File: src/rtl/dcf77_frame_decoder.sv
// DCF77 minute-frame assembler: collects second bits between minute marks, validates the frame
// and publishes registered BCD date/time. Define DCF77_LEAP_SECOND_EN to accept 60-bit leap-second frames.
module dcf77_frame_decoder #(
   parameter int FRAME_BITS = 59
) (
   input  logic        clk,
   input  logic        rst,
   input  logic        bit_valid,
   input  logic        bit_value,
   input  logic        minute_mark,
   output logic        frame_valid,
   output logic        frame_error,
   output logic        synced,
   output logic [13:0] broadcast,
   output logic        r,
   output logic        a1,
   output logic        z1,
   output logic        z2,
   output logic        a2,
   output logic        p1,
   output logic        p2,
   output logic        p3,
   output logic [7:0]  minute,
   output logic [7:0]  hour,
   output logic [7:0]  day,
   output logic [7:0]  month,
   output logic [7:0]  year,
   output logic [2:0]  day_of_week
);

`ifdef DCF77_LEAP_SECOND_EN
   localparam int SR_W = FRAME_BITS + 1;
`else
   localparam int SR_W = FRAME_BITS;
`endif
   localparam int CNT_W = $clog2(FRAME_BITS + 2);

   typedef enum logic [1:0] {
      IDLE = 2'd0,
      RECV = 2'd1,
      OVFL = 2'd2
   } state_t;

   state_t            state_q, state_d;
   logic [CNT_W-1:0]  cnt_q, cnt_d;
   logic [SR_W-1:0]   sr_q, sr_d;
   logic              synced_q, synced_d;
   logic              frame_valid_q, frame_valid_d;
   logic              frame_error_q, frame_error_d;
   logic [13:0]       broadcast_q, broadcast_d;
   logic [7:0]        flags_q, flags_d;
   logic [7:0]        minute_q, minute_d;
   logic [7:0]        hour_q, hour_d;
   logic [7:0]        day_q, day_d;
   logic [7:0]        month_q, month_d;
   logic [7:0]        year_q, year_d;
   logic [2:0]        dow_q, dow_d;

   logic [CNT_W-1:0]  bit_limit;
   logic              len_ok;
   logic              marks_ok;
   logic              parity_ok;
   logic              frame_ok;
   logic              accept_bit;

   // A leap-second announcement (a2) stretches the allowed frame by one bit.
   always_comb begin
      bit_limit = CNT_W'(FRAME_BITS);
      len_ok    = (cnt_q == CNT_W'(FRAME_BITS));
`ifdef DCF77_LEAP_SECOND_EN
      if (sr_q[19]) begin
         bit_limit = CNT_W'(FRAME_BITS + 1);
      end
      if ((cnt_q == CNT_W'(FRAME_BITS + 1)) && sr_q[19] && !sr_q[FRAME_BITS]) begin
         len_ok = 1'b1;
      end
`endif
   end

   always_comb begin
      marks_ok   = !sr_q[0] && sr_q[20];
      parity_ok  = !(^sr_q[28:21]) && !(^sr_q[35:29]) && !(^sr_q[58:36]);
      frame_ok   = (state_q == RECV) && len_ok && marks_ok && parity_ok;
      accept_bit = (state_q == RECV) && bit_valid && (cnt_q != bit_limit);
   end

   always_ff @(posedge clk or negedge rst) begin
      if (!rst) begin
         state_q <= IDLE;
      end else begin
         state_q <= state_d;
      end
   end

   always_comb begin
      state_d = state_q;
      if (minute_mark) begin
         state_d = RECV;
      end else begin
         case (state_q)
            RECV: begin
               if (bit_valid && (cnt_q == bit_limit)) begin
                  state_d = OVFL;
               end
            end
            default: state_d = state_q;
         endcase
      end
   end

   // A bit arriving together with a minute mark belongs to the new frame.
   always_comb begin
      cnt_d = cnt_q;
      sr_d  = sr_q;
      if (minute_mark) begin
         cnt_d = '0;
         sr_d  = '0;
         if (bit_valid) begin
            sr_d[0] = bit_value;
            cnt_d   = CNT_W'(1);
         end
      end else if (accept_bit) begin
         sr_d[cnt_q] = bit_value;
         cnt_d       = cnt_q + CNT_W'(1);
      end
   end

   always_comb begin
      synced_d      = synced_q | minute_mark;
      frame_valid_d = minute_mark && frame_ok;
      frame_error_d = minute_mark && (state_q != IDLE) && !frame_ok;
      broadcast_d   = broadcast_q;
      flags_d       = flags_q;
      minute_d      = minute_q;
      hour_d        = hour_q;
      day_d         = day_q;
      month_d       = month_q;
      year_d        = year_q;
      dow_d         = dow_q;
      if (frame_valid_d) begin
         broadcast_d = sr_q[14:1];
         flags_d     = {sr_q[15], sr_q[16], sr_q[17], sr_q[18], sr_q[19],
                        sr_q[28], sr_q[35], sr_q[58]};
         minute_d    = {1'b0, sr_q[27:21]};
         hour_d      = {2'b00, sr_q[34:29]};
         day_d       = {2'b00, sr_q[41:36]};
         dow_d       = sr_q[44:42];
         month_d     = {3'b000, sr_q[49:45]};
         year_d      = sr_q[57:50];
      end
   end

   always_ff @(posedge clk or negedge rst) begin
      if (!rst) begin
         cnt_q         <= '0;
         sr_q          <= '0;
         synced_q      <= 1'b0;
         frame_valid_q <= 1'b0;
         frame_error_q <= 1'b0;
         broadcast_q   <= '0;
         flags_q       <= '0;
         minute_q      <= '0;
         hour_q        <= '0;
         day_q         <= '0;
         month_q       <= '0;
         year_q        <= '0;
         dow_q         <= '0;
      end else begin
         cnt_q         <= cnt_d;
         sr_q          <= sr_d;
         synced_q      <= synced_d;
         frame_valid_q <= frame_valid_d;
         frame_error_q <= frame_error_d;
         broadcast_q   <= broadcast_d;
         flags_q       <= flags_d;
         minute_q      <= minute_d;
         hour_q        <= hour_d;
         day_q         <= day_d;
         month_q       <= month_d;
         year_q        <= year_d;
         dow_q         <= dow_d;
      end
   end

   assign frame_valid = frame_valid_q;
   assign frame_error = frame_error_q;
   assign synced      = synced_q;
   assign broadcast   = broadcast_q;
   assign {r, a1, z1, z2, a2, p1, p2, p3} = flags_q;
   assign minute      = minute_q;
   assign hour        = hour_q;
   assign day         = day_q;
   assign month       = month_q;
   assign year        = year_q;
   assign day_of_week = dow_q;

endmodule

File: config.mk
export PLATFORM = sky130hd
export DESIGN_NAME = dcf77_frame_decoder
export DESIGN_NICKNAME = d
export VERILOG_FILES = /design/src/rtl/dcf77_frame_decoder.sv
export SDC_FILE = /design/constraint.sdc
export NUM_CORES = 1
export LEC_CHECK = 0
export BUFFER_PORTS_ARGS = -buffer_cell sky130_fd_sc_hd__buf_2
export CAP_MARGIN = 20
export CORE_AREA = 2 2 107 109
export CTS_CLUSTER_DIAMETER = 50
export DETAILED_ROUTE_END_ITERATION = 8
export DIE_AREA = 0 0 109 111
export PLACE_DENSITY_LB_ADDON = 0.12
export SLEW_MARGIN = 15
export SYNTH_ARGS = -nofsm -noshare
export SYNTH_HDL_FRONTEND = slang
export SYNTH_SLANG_ARGS = --single-unit
File: constraint.sdc
create_clock -name clk -period 6.7 [get_ports clk]
set_clock_uncertainty 0.2 [all_clocks]
set_input_delay 0.335 -clock clk [delete_from_list [all_inputs] [get_ports clk]]
set_output_delay 0.335 -clock clk [all_outputs]
set_load 0.02 [all_outputs]
Word level (Yosys, flattened, before mapping)
Cells that the tools add are included. W data, S select, Z words.

Bits in registers: 127. Output and inout bits: 68. Logic and storage cells: 59.

Add/sub/neg operators: 1. Order comparisons: 2. Eq/ne operators: 3. Muxes and demuxes: 12. Bitwise operators: 1. Reductions and logical operators: 26.

Operators with widths (count): $mux W59 (2); $bwmux W59 (1); $reduce_xor A23 Y1 (1); $logic_and A1 B1 Y1 (13); $mux W6 (2); $reduce_bool A2 Y1 (4); $reduce_xor A8 Y1 (1); $lt A6 B7 Y1 const B (1); $reduce_xor A7 Y1 (1); $add A6 B1 Y6 const B (1); $demux W1 S6 (1); $eq A6 B6 Y1 const B (1); $ge A6 B1 Y1 const B (1); $mux W2 (3); $ne A6 B6 Y1 const B (1); $logic_not A1 Y1 (5); $mux W1 (3); $eq A2 B1 Y1 const B (1); $reduce_and A2 Y1 (1); $or A1 B1 Y1 (1).

Longest topological paths before layout
Depth after elaboration: 7. Depth in mapped cells: 8. Depth with buffers taken out: 7.

Worst setup path after synthesis
OpenSTA, ideal clock, no wires.

Kind: register to register. Start: reg sr_q[43]. End: reg broadcast_q[0], in the netlist broadcast[0]. Setup time: 0.125 ns. Arrival time: 2.408 ns. Required time: 6.375 ns. Path slack: 3.967 ns. Cell stages (with the launch flop): 9. Path buffers: 2. Cell sequence: dfrtp_1 -> xnor2_1 -> xnor2_1 -> xnor2_1 -> xnor3_1 -> or4b_4 -> buf_6 -> buf_6 -> mux2_4.

Longest elaborated chain between the ends: 5.

Ends and longest elaborated chain: from (decl) (RTL line 46) `logic [SR_W-1:0] sr_q, sr_d;`; from (signal assigned) (RTL line 170) `sr_q <= sr_d;`; $reduce_xor A23 Y1 (RTL line 82) `parity_ok = !(^sr_q[28:21]) && !(^sr_q[35:29]) && !(^sr_q[58:36]);`; $logic_not A1 Y1 (RTL line 82); $logic_and A1 B1 Y1 (RTL line 82); $logic_and A1 B1 Y1 (RTL line 83) `frame_ok = (state_q == RECV) && len_ok && marks_ok && parity_ok;`; $logic_and A1 B1 Y1 (RTL line 130) `frame_valid_d = minute_mark && frame_ok;`; to (signal assigned) (RTL line 174) `broadcast_q <= broadcast_d;`; to (decl) (RTL line 50) `logic [13:0] broadcast_q, broadcast_d;`.

No other way between the ends. A chain may end at the register's enable or synchronous reset.

Worst setup path in the final report
Start: reg sr_q[43]. End: reg broadcast_q[6], in the netlist broadcast[6].

Same word-level chain as after synthesis.

==> run summary <==
At the end of the flow, the number of nets in the layout was 579. The average footprint of a synthesized cell was 11.4 µm². The critical path is of the flip-flop to flip-flop type.

TritonCTS built the clock tree. The initial standard-cell utilization of the core came out at 0.532. For this block, the initial DRC count from the detailed router was 212. The cell count after synthesis came out at 519. For the worst-skew pair, the clock arrives at the later sink with an insertion delay of 410 ps.

The setup slack of the worst register-to-register path was 3530 ps; the share of the synthesized area in compound gates (AO/OA/AOI/OAI) was 0.0318. The startpoint kind of the worst setup timing path was a flip-flop. The simple logic cell fraction of the synthesized area is 0.134, and the fraction of layout instances using a drive strength above 1 is 0.271. For the HPWL reported at the end of detailed placement, the log shows 7.31 mm. The tools report the share of the yosys chip area belonging to registers as 0.539. Total number of vias: 3898.

The die covers 0.0121 mm². The number of nets with antenna violations after detailed routing is 0, and the total power of the final layout is 1.70 mW. The run finished with clean final reports. The tightest min-delay check is of the input pin to flip-flop type.

Launching point of the worst reg2reg path: sr_q[43]. The largest net degree at the start of global routing is 75. The routability congestion estimate from global placement was 0.784; the ratio of total power to cell area was 248 mW/mm².

The first global-routing pass estimated 19.9 mm of wire. Setup repair after global routing left no endpoint under its margin. During I/O placement, the number of pins put on the boundary was 73. For this run the aggregate overflow at the end of global routing stands at 0. The tools report the final hold violation count as 0.

The flop and latch count out of synthesis is 127. The area of the placeable core came out at 0.0111 mm². The post-detailed-route DRC marker count is 0, and the number of buffers created by CTS is 17.

In this run the critical register-to-register path is captured at broadcast[6]. The most instantiated library cell after synthesis is dfrtp_1. The area taken by flip-flops and latches came out at 0.00318 mm². The count of max-cap constraint violations was 0. The multi-input combinational cells in the finished layout cover a total of 0.00252 mm².

The run gives 316 MHz as the maximum achievable frequency. The worst hold path passes through 3 cells. The run gives 0.00589 mm² as the cell area after technology mapping.

In the final routed layout, each cell accounts on average for 16.7 µm. The biggest fanout along the worst timing path was 57. The total global-route track usage came out at 0.216.

Yosys attributes the largest share of cell area to dfrtp_1, mux2_4, mux2i_1, mux2_2, xnor2_1. The most used flip-flop cell after synthesis is dfrtp_1. Compared with the post-synthesis result, the final layout area differs by 15.8%. Setup violation total in the final timing report: 0.

The number of antenna diodes in the final layout is 0. The portion of netlist area occupied by mux cells was 0.194; the area share of xor/xnor cells in the synthesized design was 0.0588. The end point of the worst hold path was sr_q[42]. From bottom edge to top edge, the die measures 111 µm.

After synthesis, the largest family of logic cells by area is multiplexers. Summed over all cells, the static leakage comes to 3.58 nW. Ratio of final minimum period to clock period: 0.473. Max-slew violation total from the final report: 0.

The adder and majority cell fraction of the synthesized area was 0.00212; the total length of routed wires was 12.1 mm. The area fraction of the dominant cell type after synthesis came out at 0.539. Row generation in the floorplan step produced 39 rows. The number of gates resized after CTS was 0. Worst max-slew margin expressed relative to the limit: 0.268. The root buffer selected by CTS is clkbuf_16. Detail-routed via count per cell: 5.37. The clock sink total was 127; the die outline width was 109 µm. Yosys printed 0 warnings. The run gives 3817 as the number of global-route vias before repair. Summed over all instances, the cell type with the most area after synthesis is dfrtp_1.

The number of antenna violations at the first check in global routing came out at 0. STA puts the critical path data arrival time at 3260 ps. Clock-pin slew was measured on the worst setup and hold paths at 50 ps.

In this run the deepest clock path goes through 2 buffers. After synthesis, the netlist uses 35 different library cells. Post-route core utilization: 0.616.

The number of enable-type register cells in the synthesized netlist was 0; the transition time at the pin with the least slew margin was 1090 ps. The first TritonRoute pass finished after 4 iterations. By count the netlist is led by dfrtp_1, nand2_1, nor2_1. The worst path required time is 6790 ps. Across the VDD grid, the largest voltage drop is 0.000139 V. The H-tree generated during clock tree synthesis spans 4 levels. The share of flip-flops with an asynchronous set or reset was 1.00.

The type of element capturing the critical path is a flip-flop. After filler insertion, the fill cell instance count of the layout stands at 938. The run gives 0 ps as the setup TNS after final layout.

Counting cells, the worst reg-to-reg path comes to 6. The minimum period implied by the final worst setup slack came out at 3170 ps. Startpoint of the tightest hold check path: bit_value. Input and output buffers added on the ports amount to 64.
==> report_power, final <==
group	total [mW]	internal, mW	switching, mW
registers	0.777	0.771	0.00569
clock network	0.859	0.546	0.312
logic	0.0597	0.0124	0.0474
==> layer usage <==
metal,global-route usage,wire [µm],up-vias
met3,0.0459,536,6
met5,0,0,-
met1,0.307,5670,1971
met2,0.328,5830,88
met4,0.0795,89,0
li1,-,-,1833
==> through the flow <==
| step | cells | worst slack, ps | hold WS, ps | cell area, µm² |
|---|---|---|---|---|
| final | 726 | 3530 | 162 | 6830 |
| after global routing | 726 | 3440 | 169 | 6830 |
| after CTS | 724 | 3530 | 267 | 6800 |
| after detailed placement | 693 | 3550 | 223 | 6240 |
| after global placement | 693 | 3590 | 214 | 6240 |
| after floorplan | 526 | 3970 | -161 | 5920 |
==> registers in the layout, indices dropped and copies added, names as in the netlist <==
register and cells:
broadcast 14, cnt_q 6, day 6, day_of_week 3, flags_q 8, frame_error 1
frame_valid 1, hour 6, minute 7, month 5, sr_q 59, state_q 2
synced 1, year 8
==> timing repair <==
item | CTS | global route
buffers inserted | 0 | 0
hold endpoints to repair | 54 | 0
hold buffers | 2 | 0
==> cells by family after synthesis <==
kind of cell             Yosys count
AO/OA/AOI/OAI                     37
XOR/XNOR                          38
adder cells (fa/ha/maj)            1
buffers and inverters             45
flip-flops                       127
multiplexers                      96
other                              1
AND/OR/NAND/NOR                  174
==> critical path, cell delays in order, from the launching register on <==
cell and delay, ps:
dfrtp_1 430, xnor2_1 220, xnor2_1 170, xnor2_1 150, xnor3_1 450, or4b_4 940
mux2_4 440
==> cell type report <==
| class | count | area share |
|---|---|---|
| clock buffer | 21 | 0.0660 |
| timing repair buffer | 72 | 0.0583 |
| multi-input combinational | 354 | 0.370 |
| sequential | 127 | 0.466 |
| inverter | 1 | 0.000550 |
| tap | 143 | 0.0262 |
| clock inverter | 8 | 0.0136 |
==> worst max-delay path by stage <==
stage | cells past startpoint | from | slack [ps] | end
final | 6 | sr_q[43] | 3530 | broadcast[6]
after global routing | 6 | sr_q[38] | 3440 | broadcast[6]
after CTS | 6 | sr_q[43] | 3530 | broadcast[11]
after detailed placement | 6 | sr_q[43] | 3550 | year[4]
after global placement | 6 | sr_q[43] | 3590 | broadcast[6]
after floorplan | 8 | sr_q[43] | 3970 | broadcast[0]
==> cells in the final DEF (no fill, tap or decap), drive strengths merged, types with 2 or more instances in the layout <==
cell / count
buf: 70
xor2: 4
bufinv: 2
nand4: 4
nor2: 53
and3b: 3
nor3: 7
clkbuf: 21
dfrtp: 127
xnor2: 33
nand2b: 5
clkinv: 5
and2: 2
o21ai: 13
conb: 8
nand2: 66
nand3b: 5
nand3: 19
mux2: 57
dlygate4sd3: 2
mux2i: 39
nor3b: 4
a21oi: 23
No activity file was read; power rests on OpenSTA's default activity.
